**src/rtl/tdm_mux_pkg.sv**
```systemverilog
// ============================================================================
// Module : tdm_mux_pkg
// Shared types and constants for the 8-channel round-robin merging mux.
// Rev    : 1.0  initial release
// ============================================================================
`default_nettype none

package tdm_mux_pkg;

  localparam int NCH  = 8;
  localparam int SELW = 3;

  typedef enum logic {
    ARB  = 1'b0,
    HOLD = 1'b1
  } state_t;

  typedef logic [SELW-1:0] ch_idx_t;

  function automatic logic [NCH-1:0] idx_to_onehot(input ch_idx_t idx);
    return NCH'(1) << idx;
  endfunction

endpackage

`default_nettype wire

```
**src/rtl/rr_arbiter8.sv**
```systemverilog
// ============================================================================
// Module : rr_arbiter8
// Combinational round-robin arbiter; scanning starts one past the last grant.
// Rev    : 1.0  initial release
// ============================================================================
`default_nettype none

module rr_arbiter8
  import tdm_mux_pkg::*;
(
  input  logic [NCH-1:0] req,
  input  ch_idx_t        ptr,
  input  logic           enable,
  output logic [NCH-1:0] grant,
  output ch_idx_t        gidx
);

  logic    found;
  ch_idx_t idx;

  // k = NCH wraps back to ptr itself, so a lone requester at ptr still wins.
  always_comb begin
    grant = '0;
    gidx  = '0;
    found = 1'b0;
    idx   = '0;
    if (enable) begin
      for (int k = 1; k <= NCH; k++) begin
        idx = ptr + ch_idx_t'(k);
        if (!found && req[idx]) begin
          found = 1'b1;
          gidx  = idx;
          grant = idx_to_onehot(idx);
        end
      end
    end
  end

endmodule

`default_nettype wire

```
**src/rtl/tdm_mux8.sv**
```systemverilog
// ============================================================================
// Module : tdm_mux8
// 8:1 packet-aware round-robin merging mux with registered, channel-tagged output.
// Rev    : 1.0  initial release
// ============================================================================
`default_nettype none

module tdm_mux8
  import tdm_mux_pkg::*;
#(
  parameter int WIDTH = 8
) (
  input  logic                 clk,
  input  logic                 rst,
  input  logic [NCH*WIDTH-1:0] in_data,
  input  logic [NCH-1:0]       in_last,
  input  logic [NCH-1:0]       in_valid,
  output logic [NCH-1:0]       in_ready,
  output logic [WIDTH-1:0]     out_data,
  output logic                 out_last,
  output logic [SELW-1:0]      out_sel,
  output logic                 out_valid,
  input  logic                 out_ready
);

  state_t         state, state_nxt;
  ch_idx_t        ptr, ptr_nxt;
  ch_idx_t        lock, lock_nxt;

  logic [WIDTH-1:0] lane_data [NCH];
  logic [NCH-1:0]   arb_grant;
  ch_idx_t          arb_idx;
  logic [NCH-1:0]   grant;
  ch_idx_t          acc_idx;
  logic             load;
  logic             accept;
  logic             acc_last;

  for (genvar i = 0; i < NCH; i++) begin : g_lane
    assign lane_data[i] = in_data[i*WIDTH +: WIDTH];
  end

  rr_arbiter8 u_arb (
    .req    (in_valid),
    .ptr    (ptr),
    .enable (state == ARB),
    .grant  (arb_grant),
    .gidx   (arb_idx)
  );

  // A locked channel keeps the grant even without valid, so others see a bubble.
  assign load     = ~out_valid | out_ready;
  assign grant    = (state == HOLD) ? idx_to_onehot(lock) : arb_grant;
  assign in_ready = load ? grant : '0;
  assign accept   = |(in_valid & in_ready);
  assign acc_idx  = (state == HOLD) ? lock : arb_idx;
  assign acc_last = in_last[acc_idx];

  always_ff @(posedge clk or posedge rst) begin
    if (rst) begin
      state <= ARB;
      ptr   <= ch_idx_t'(NCH - 1);
      lock  <= '0;
    end else begin
      state <= state_nxt;
      ptr   <= ptr_nxt;
      lock  <= lock_nxt;
    end
  end

  always_comb begin
    state_nxt = state;
    ptr_nxt   = ptr;
    lock_nxt  = lock;
    case (state)
      ARB: begin
        if (accept) begin
          if (acc_last) begin
            ptr_nxt = arb_idx;
          end else begin
            state_nxt = HOLD;
            lock_nxt  = arb_idx;
          end
        end
      end
      HOLD: begin
        if (accept && acc_last) begin
          state_nxt = ARB;
          ptr_nxt   = lock;
        end
      end
      default: state_nxt = ARB;
    endcase
  end

  always_ff @(posedge clk or posedge rst) begin
    if (rst) begin
      out_valid <= 1'b0;
      out_data  <= '0;
      out_last  <= 1'b0;
      out_sel   <= '0;
    end else if (accept) begin
      out_valid <= 1'b1;
      out_data  <= lane_data[acc_idx];
      out_last  <= acc_last;
      out_sel   <= acc_idx;
    end else if (out_ready) begin
      out_valid <= 1'b0;
    end
  end

endmodule

`default_nettype wire

```
**config.mk**
```make
export PLATFORM = sky130hd
export DESIGN_NAME = tdm_mux8
export DESIGN_NICKNAME = d
export VERILOG_FILES = /design/src/rtl/tdm_mux_pkg.sv /design/src/rtl/rr_arbiter8.sv /design/src/rtl/tdm_mux8.sv
export SDC_FILE = /design/constraint.sdc
export NUM_CORES = 1
export LEC_CHECK = 0
export ABC_CLOCK_PERIOD_IN_PS = 4600
export CORE_MARGIN = 5
export CORE_UTILIZATION = 42
export DETAILED_ROUTE_END_ITERATION = 10
export PLACE_DENSITY = 0.85
export SYNTH_ARGS = -nofsm -noshare
export SYNTH_HDL_FRONTEND = slang
export SYNTH_HIERARCHICAL = 1
export SYNTH_SLANG_ARGS = --single-unit
```
**constraint.sdc**
```tcl
create_clock -name clk -period 4.6 [get_ports clk]
set_clock_uncertainty 0.2 [all_clocks]
set_input_delay 0.92 -clock clk [delete_from_list [all_inputs] [get_ports clk]]
set_output_delay 0.92 -clock clk [all_outputs]
set_load 0.01 [all_outputs]
```
==> results of run 1 <==
where the power goes:
part / switching [uW] / total, uW / internal (uW)
registers: 73.3 / 340 / 266
logic: 1560 / 3170 / 1610
clock network: 55.7 / 172 / 116
layout make-up:
cell class	count	area, um^2	area share (%)
Clock buffer	3	41.3	0.802
Multi-Input combinational cell	275	2670	51.8
Tap cell	99	124	2.40
Sequential cell	20	504	9.79
Timing Repair Buffer	201	1730	33.5
Clock inverter	1	30.0	0.583
Inverter	15	56.3	1.09
cells in the mapped netlist, types with 2 or more instances:
cell type and count:
a41oi_1 2, dfstp_2 3, a211oi_1 3, xnor2_2 2
mux4_2 30, a222oi_1 3, o211ai_1 2, mux2i_1 14
nor3_2 2, buf_4 2, mux2_2 9, nand2_1 37
o21a_1 10, o21ai_0 23, and4_1 2, dfrtp_1 17
o21ai_1 7, nand2b_1 5, a21oi_1 8, and3b_1 2
and2_1 4, nor3_1 7, inv_1 15, nand3_1 9
buf_2 9, a21boi_1 2, buf_6 4, clkbuf_1 11
mux2_1 2, nor2_1 11, mux2i_2 2, a22oi_1 6
mux2i_4 3, a31oi_1 6, nand4_1 4, a21boi_0 4
nor2b_1 11, ha_1 9, a32oi_1 6, and3_1 5
xor2_1 2
final timing paths:
path                             start  slack [ns]     endpoint  depth (start not counted)
min in group asynchronous          rst        0.88  out_data[1]                          2
max reg2reg                     ptr[0]        0.13   out_sel[2]                         18
max in group asynchronous          rst        2.86  out_data[5]                          2
min reg2reg                out_data[2]        0.30  out_data[2]                          2
min                        out_data[2]        0.30  out_data[2]                          2
max                        in_valid[1]        0.07  in_ready[3]                         11
per-stage QoR:
step | area [um^2] | total power [uW] | hold slack [ns]
2_1_floorplan | 3190 | 2060 | 0.276
3_3_place_gp | 4850 | 3080 | 0.259
3_5_place_dp | 4850 | 3160 | 0.270
4_1_cts | 5080 | 3500 | 0.298
5_1_grt | 5150 | 3880 | 0.322
6_report | 5150 | 3680 | 0.298
critical path, stage by stage:
cell and delay, ns:
buf_2 0.15, mux4_2 0.57, mux2_4 0.30, nand2b_4 0.16
or3_4 0.42, buf_6 0.15, o211ai_1 0.15, o31a_1 0.15
nor2b_4 0.15, o21a_1 0.16, buf_2 0.13
timing repair:
item | 4_1_cts | 5_1_grt
gates resized for setup | 91 | 26
hold buffers | 0 | 0
endpoints found under the setup margin | 28 | 22
pin swaps | 6 | 10
gates cloned | 0 | 0
setup buffers | 6 | 7
state kept, by name, summed over array words and instances, names as in the netlist:
name / count
lock: 3
state: 1
out_data: 8
ptr: 3
out_sel: 3
out_last: 1
out_valid: 1
per-layer routing:
metal  share of wire [%]  routed length [um]
met3                 9.4                1210
met5                   0                   0
met1                  35                4550
met2                  51                6530
met4                 4.3                 549
cells by family after synthesis:
group	count (synthesis)	share of synthesized area, %
xor gates and xnor gates	4	1.58
and+or+nand+nor	108	18.7
AOI/OAI and AO/OA	93	20.7
muxes	61	33.2
adders and majority gates	9	3.56
DFF	20	15.9
buffers and inverters	41	6.41
==> metrics.md, run 1 <==
| Metric | Value |
|---|---|
| Worst slew pin tran | slightly above 0.7 ns |
| Core ar. | roughly 7300 um^2 |
| WP data arrival | 3.41 ns |
| Max-cap violations | 0 |
| Tcrit/Tclk final | 98.5% |
| Die Area | around 9400 um^2 |
| Via density | 6.25 |
| Cells after DPL | 598 |
| Ant. Diodes | 0 |
| Global route hottest layer | met2 |
| Yosys top cell area share | 21.4% |
| CTS clk-pin slew, worst paths | around 0.070 ns |
| Commonest non-fill, non-tap cell in the layout | buf_4 |
| Initial core utilization | around 43% |
| Count of cell types in the netlist | a little over 60 |
| Initial antenna violation count | 0 |
| Largest net degree at the start of global routing | 25 |
| CP Capture Type | output pin |
| Fillcell total | 520 |
| Crit path max fanout | 8 |
| Die extent in x | 96.8 um |
| DR pass1 iterations | 7 |
| Min cycle time layout | 4.53 ns |
| WP data required | 3.48 ns |
| Max-slew headroom | 51.6% |
| DRT Wirelength | 12.8 mm |
| DR WL/cell | 20.9 um |
| Setup slack at placement | -0.835 ns |
| Top cells by area, synth | mux4_2 21%, dfrtp_1 13%, mux2i_1 4.4% |
| RSZ-0062 raised after global routing | yes |
| HPWL Detailed | 9.80 mm |
| Clock Path Buffers | 2 |
| Met2 GRT Util | 47.5% |
| Synthesized instance count | 336 |
| Fin nets | 608 |
| Static leakage | ~0.0021 uW |
| Post-synth EDFFs | 0 |
| Hold WC Path Type | reg -> reg |
| Setup violators final | 0 |
| Flops & latches, synth | 20 |
| Ys flop type | dfrtp_1 |
| Setup TNS | 0 ns |
| TritonCTS clock tree | yes |
| DRC Markers | 0 |
| Critical Path Start Type | primary input |
| Synth-to-layout area growth | 62.8% |
| Commonest non-fill, non-tap cells in the layout | 91 x buf_4, 87 x clkdlybuf4s50_1, 37 x nand2_1 |
| Buffers on Ports | 103 |
| Vias | 3,839 |
| Final slew viol count | 0 |
| Power Density | 715 nW/um^2 |
| Synth area leader | mux4_2 |
| H-Tree Depth | 1 |
| Yosys Warn Count | 6 |
| Vias in the first global route | just under 4,000 |
| Outcome | finished clean |
| ANT nets after route | 0 |
| GR Util met3 | 5.97% |
| Die height | 96.8 um |
| Layout cell share with drive strength beyond 1 | 40.0% |
| Post-Syn Nets | 428 |
| Clock Latency Late Sink | 0.25 ns |
| Global placement routability congestion | 1.10 |
| Final hold vios | 0 |
| Clock Tree Root | clkbuf_8 |
| CTS Buf Count | 3 |
| Grt ovf | 0 |
| Register area share after synthesis | 15.9% |
| First-pass GRT wire length | 19.9 mm |
| Worst vdd ir | roughly 0.00046 V |
| Post-route insts no fill | 614 |
| Total GRT Usage | 25.8% |
| Iteration-0 DRC Markers | 443 |
| Post-synth ARST share | 100% |
| Core Rows | 31 |
| Final Worst Setup Slack | 0.0708 ns |
| Fmax | 221 MHz |
| Post-synthesis area per instance | between 9 and 10 um^2 |
| Final core occ | 70.6% |
| CP Class | in -> out |
| I/O pin total | ~100 |
| Synthesized area | 3160 um^2 |
| Met1 Use GR | 29.4% |
| Clk sinks | 20 |
(Power assumes the default switching activity.)
==> run 2: changes to the inputs <==
Settings changed: PLACE_DENSITY 0.85 to 0.83.
==> run 2 against run 1 <==
  * Worst setup slack worse by 0.033 ns
  * Sequential share of layout area down 0.14 points
  * Clock power decreased by 33%
  * Critical path type unchanged
  * Global-route usage is 0.54 points lower
  * Final area increased by 1.4%
  * Combinational power hardly changed
==> metrics.md, run 2 (synthesis results as in run 1) <==
| Metric | Value |
|---|---|
| DR WL/cell | 20.5 um (-1.9%) |
| Max reg flops | 8 (unchanged) |
| Crit-path slowest cell | mux4_2 |
| CP Class | in -> out |
| Min cycle time layout | 4.56 ns (+0.0329 ns) |
| Max-cap violations | 0 (unchanged) |
| Initial antenna violation count | 0 (unchanged) |
| Worst slew pin tran | 1.13 ns (+0.405 ns) |
| Met2 GRT Util | 44.3% (-3.1 points) |
| Commonest non-fill, non-tap cells in the layout | 87 x clkdlybuf4s50_1, 84 x buf_4, 36 x nand2_1 |
| Core ar. | 7290 um^2 (unchanged) |
| Commonest non-fill, non-tap cell in the layout | clkdlybuf4s50_1 |
| Buffers on Ports | 103 (unchanged) |
| Layout cell share with drive strength beyond 1 | 40.0% (about the same) |
| Largest Register | out_data |
| Static leakage | 0.00213 uW (+1.6%) |
| Clk sinks | 20 (unchanged) |
| Die height | 96.8 um (unchanged) |
| Initial core utilization | 43.4% (unchanged) |
| Core Rows | 31 (unchanged) |
| HPWL Detailed | 9.58 mm (-2.2%) |
| DRC Markers | 0 (unchanged) |
| Power Density | 705 nW/um^2 (-1.3%) |
| Clock Latency Late Sink | 0.25 ns (about the same) |
| Slowest Stage Delay on Critical Path | 0.56 ns (about the same) |
| Clock Path Buffers | 2 (unchanged) |
| Critical Path Start Type | primary input |
| Global placement routability congestion | 0.979 (-11%) |
| Top delay family on crit path | multiplexers |
| DR pass1 iterations | 6 (-1) |
| H-Tree Depth | 1 (unchanged) |
| Iteration-0 DRC Markers | 467 (+5.4%) |
| Cts hold-fix bufs | 0 (unchanged) |
| CTS Buf Count | 3 (unchanged) |
| Met1 Use GR | 29.2% (-0.17 points) |
| Vias in the first global route | 3,907 (+0.18%) |
| Grt ovf | 0 (unchanged) |
| CP Capture Type | output pin |
| I/O pin total | 104 (unchanged) |
| ANT nets after route | 0 (unchanged) |
| First-pass GRT wire length | 19.5 mm (-1.9%) |
| CP Buf/Inv Count | 4 (+1) |
| Clock Tree Root | clkbuf_8 |
| GR Util met3 | 4.24% (-1.7 points) |
| WP data arrival | 3.44 ns (+0.03 ns) |
| Total GRT Usage | 25.2% (-0.54 points) |
| Tcrit/Tclk final | 99.2% (+0.71 points) |
| Final slew viol count | 0 (unchanged) |
| Setup slack at placement | -0.815 ns (+0.0201 ns) |
| TritonCTS clock tree | yes |
| Critical path, cell by cell | clkdlybuf4s15_2 -> mux4_2 -> mux2i_4 -> buf_4 -> nand2_2 -> nor3_2 -> buf_4 -> a41oi_1 -> a32oi_1 -> o31a_1 -> nor2b_2 -> o21a_1 -> clkbuf_2 |
| Hold WC Path Type | reg -> reg |
| RSZ-0062 raised after global routing | yes |
| CTS clk-pin slew, worst paths | 0.07 ns (about the same) |
| Global route hottest layer | met2 |
| Die extent in x | 96.8 um (unchanged) |
| Max-slew headroom | 24.6% (-27 points) |
| Crit path max fanout | 6 (-2) |
| DRT Wirelength | 12.6 mm (-1.6%) |
| WP data required | 3.48 ns (about the same) |
| Vias | 3,748 (-2.4%) |
| Via density | 6.08 (-2.7%) |
| Fmax | 219 MHz (-0.72%) |
| Final hold vios | 0 (unchanged) |
| Synth-to-layout area growth | 65.1% |
| Fin nets | 610 (+0.33%) |
| Ant. Diodes | 0 (unchanged) |
| Worst vdd ir | 0.000422 V (-8.6%) |
| Setup violators final | 0 (unchanged) |
| Outcome | finished clean |
| Top cell by count, worst path | buf_4 |
| Final Worst Setup Slack | 0.0379 ns (-0.0329 ns) |
| Die Area | 9370 um^2 (unchanged) |
| Largest net degree at the start of global routing | 25 (unchanged) |
| Final Total Pwr | 3680 uW (about the same) |
run 2: cell types whose count changed in the layout (fill, tap and decap cells not counted), sizes merged:
| cell | previous run | this run |
|---|---|---|
| bufinv | 1 | 0 |
| clkdlybuf4s15 | 0 | 1 |
| clkbuf | 3 | 5 |
run 2: path summary, 6_finish.rpt:
path / startpoint / end / slack (ns) / depth (start not counted)
max: in_valid[1] / in_ready[3] / 0.04 / 13
min: out_data[6] / out_data[6] / 0.31 / 2
max reg2reg: ptr[1] / lock[1] / 0.15 / 16
min reg2reg: out_data[6] / out_data[6] / 0.31 / 2
max in group asynchronous: rst / out_data[5] / 2.81 / 2
min in group asynchronous: rst / out_sel[1] / 0.91 / 2
run 2: routing by layer:
layer | up-vias | part of all wire [%]
li1 | 1658 | -
met1 | 1798 | 35
met3 | 54 | 8.6
met5 | - | 0
met4 | 0 | 4.6
met2 | 238 | 51
run 2: worst reg2reg max path, stage by stage (launching register included):
cell     delay (ns)
dfstp_2        0.57
inv_2          0.06
ha_4           0.31
buf_6          0.12
mux4_2         0.49
nand2_1        0.07
and4_1         0.17
a31oi_1        0.05
or3_4          0.45
buf_6          0.16
a21oi_2        0.29
mux2i_4        0.12
mux4_2         0.49
nor2_4         0.14
a31oi_4        0.06
nor3_4         0.23
mux2_2         0.37
run 2: final cells by class:
cell class | count | area (um^2)
inverter | 15 | 56.3
sequential | 20 | 504
multi-input combinational | 275 | 2690
fill | 521 | 2070
timing repair buffer | 203 | 1810
tap | 99 | 124
clock buffer | 4 | 45.0
run 2: where the power goes:
group | leakage, uW | switching, uW | total, uW | internal [uW]
logic | 0.00186 | 1530 | 3180 | 1660
registers | 0.000245 | 120 | 386 | 266
clock network | 0.0000228 | 53.5 | 115 | 61.5
total | 0.00213 | 1700 | 3680 | 1980
run 2: repair_timing:
item | 4_1_cts | 5_1_grt
buffers inserted | 8 | 11
resized for setup | 92 | 39
pin swaps | 10 | 23
setup endpoints to repair | 28 | 27
run 2: through the flow:
step	setup TNS, ns	std cells	util, %	cell area (um^2)	hold WS (ns)
6_report	0	616	71.7	5230	0.306
5_1_grt	-0.291	616	71.7	5230	0.331
4_1_cts	0	605	69.1	5040	0.304
3_5_place_dp	-15.96	593	66.1	4820	0.287
3_3_place_gp	-14.45	593	66.1	4820	0.262
2_1_floorplan	0	336	-	3190	0.276
==> patch, RTL diff (flow settings as in run 2) <==
`WIDTH`: 8 -> 10.
--- a/src/rtl/tdm_mux8.sv
+++ b/src/rtl/tdm_mux8.sv
@@ -8,7 +8,7 @@
 module tdm_mux8
   import tdm_mux_pkg::*;
 #(
-  parameter int WIDTH = 8
+  parameter int WIDTH = 10
 ) (
   input  logic                 clk,
   input  logic                 rst,
Ports: changed (resized in_data and out_data); port bits go from 104 to 122. The function was not compared with the original's and may differ.
==> patch against run 2 <==
Non-clock buffer count up 36; setup slack got worse by 21 ps; cell area increased by 12%; wire length increased by 18%; total power grew 11%; synthesized area increased by 10%; sequential cell count is 2 higher; utilization is 0.35 points higher; via count increased by 24%; critical endpoint is now in_ready[1]; largest cell class unchanged.
==> patch: results (changes against run 2) <==
{
  "status": {
    "outcome": "finished, final reports clean"
  },
  "grt": {
    "globalRouteTotalUtil": {"value": 0.272, "change": "+0.0197"},
    "grtUsageMet1": {"value": 0.346, "change": "+0.0538"},
    "number_of_global_route_vias_before_repair": {"value": 4522, "change": "+16%"},
    "gr-usage-met3": {"value": 0.0443, "change": "+0.00184"},
    "largest_net_degree_at_the_start_of_global_routing": {"value": 41, "change": "+64%"},
    "global_route_wire_length_before_repair": {"value": 22500, "unit": "um", "change": "+15%"}
  },
  "route": {
    "drt_wl_total": {"value": 14800, "unit": "um", "change": "+18%"},
    "route.detailed.vias_per_inst": {"value": 6.12, "change": "+0.62%"},
    "detailedRoute.firstIterationViolations": {"value": 464, "change": "-0.64%"},
    "via_count": {"value": 4653, "change": "+24%"},
    "drt_pass1_iterations": {"value": 7, "change": "+1"}
  },
  "logic_synthesis": {
    "netlist_top_cells_count": "sky130_fd_sc_hd__nand2_1, sky130_fd_sc_hd__a211oi_1, sky130_fd_sc_hd__a21oi_1, sky130_fd_sc_hd__clkbuf_1, sky130_fd_sc_hd__dfrtp_1",
    "post_synth_inst_count": {"value": 447, "change": "+33%"},
    "ys_types": {"value": 68, "change": "+9.7%"},
    "synth-compound-area-share": {"value": 0.293, "change": "+0.0864"}
  },
  "placed_design": {
    "dp.cells": {"value": 728, "change": "+23%"},
    "detailedPlace.worstSlack": {"value": -774, "unit": "ps", "change": "+40.1 ps"},
    "gp_congestion": {"value": 0.980, "change": "about the same"}
  },
  "worst_setup_path": {
    "critical_path.endpoint": "in_ready[1]",
    "worstReg2RegEnd": "lock[0]",
    "timing.critical_path.slowest_cell_delay": {"value": 530, "unit": "ps", "change": "-30 ps"}
  },
  "sta": {
    "timing_worst_slew_pin_value": {"value": 941, "unit": "ps", "change": "-190 ps"},
    "post-route-min-period": {"value": 4580, "unit": "ps", "change": "+21.0 ps"}
  },
  "power_and_ir_drop": {
    "power.leakage": {"value": 2.39, "unit": "nW", "change": "+13%"}
  },
  "final_layout": {
    "post_route_cells_drive_above_1_share": {"value": 0.344, "change": "-0.0569"},
    "layout.nets": {"value": 764, "change": "+25%"},
    "largest_register_ff_count": {"value": 10, "change": "+2"}
  },
  "cts": {
    "cts.clk_slew.worst_paths": {"value": 90, "unit": "ps", "change": "+20 ps"}
  }
}
[patch: cell count changes after synthesis, moves of 10 or more]
cell	change
sky130_fd_sc_hd__mux4_2	-17
sky130_fd_sc_hd__a211oi_1	+20
sky130_fd_sc_hd__a311oi_1	+10
sky130_fd_sc_hd__nand2_1	+51
sky130_fd_sc_hd__and2_0	+17
sky130_fd_sc_hd__a31oi_1	+11
sky130_fd_sc_hd__a21oi_1	+14
[patch: where the power goes]
group	internal [mW]	switching (mW)
sequential	0.294	0.119
combinational	1.73	1.79
clock	0.0763	0.0654
[patch: layout make-up]
type,instances,area [um^2],share of cell area
clock buffer,4,55.1,0.00940
inverter,14,55.1,0.00940
multi-input combinational,376,2930,0.501
sequential,22,554,0.0946
tap,105,131,0.0224
timing repair buffer,239,2130,0.363
[patch: worst min path at each step]
stage | startpoint | end
after floorplan | ptr[0] | ptr[0]
after global placement | out_data[4] | out_data[4]
after detailed placement | out_data[5] | out_data[5]
after CTS | out_data[8] | out_data[8]
after global routing | out_data[5] | out_data[5]
final | out_data[4] | out_data[4]
[patch: layer usage]
metal | routed length, um | vias to the layer above
met5 | 0 | -
met4 | 638 | 0
met3 | 1290 | 65
met2 | 7330 | 303
met1 | 5570 | 2187
li1 | - | 2098
[patch: logic make-up after synthesis]
kind of cell | Yosys count
AOI/OAI and AO/OA | 148
and+or+nand+nor | 178
adders and majority gates | 9
muxes | 36
buffers and inverters | 50
xor gates and xnor gates | 4
DFF | 22
[patch: through the flow]
step | util | instance area (um^2) | power [mW] | setup TNS, ps | hold slack [ps]
floorplan | - | 3500 | 2.22 | 0 | 314
global placement | 0.662 | 5390 | 3.47 | -15830 | 261
detailed placement | 0.662 | 5390 | 3.50 | -18710 | 275
CTS | 0.683 | 5560 | 3.73 | 0 | 294
global route | 0.720 | 5860 | 4.32 | -199 | 321
finish | 0.720 | 5860 | 4.07 | 0 | 291
[patch: timing repair]
action	in CTS	in global routing
buffers inserted	10	17
gates resized for setup	69	50
setup endpoints to repair	28	28
endpoints found under the hold margin	0	0
pin swaps	10	21
hold buffers	0	0
cloned	0	1
[patch: critical path: cells and delay by family]
family | cells | cell delay [ps]
muxes | 2 | 820
and+or+nand+nor | 3 | 470
AOI/OAI and AO/OA | 3 | 590
buffers and inverters | 4 | 650
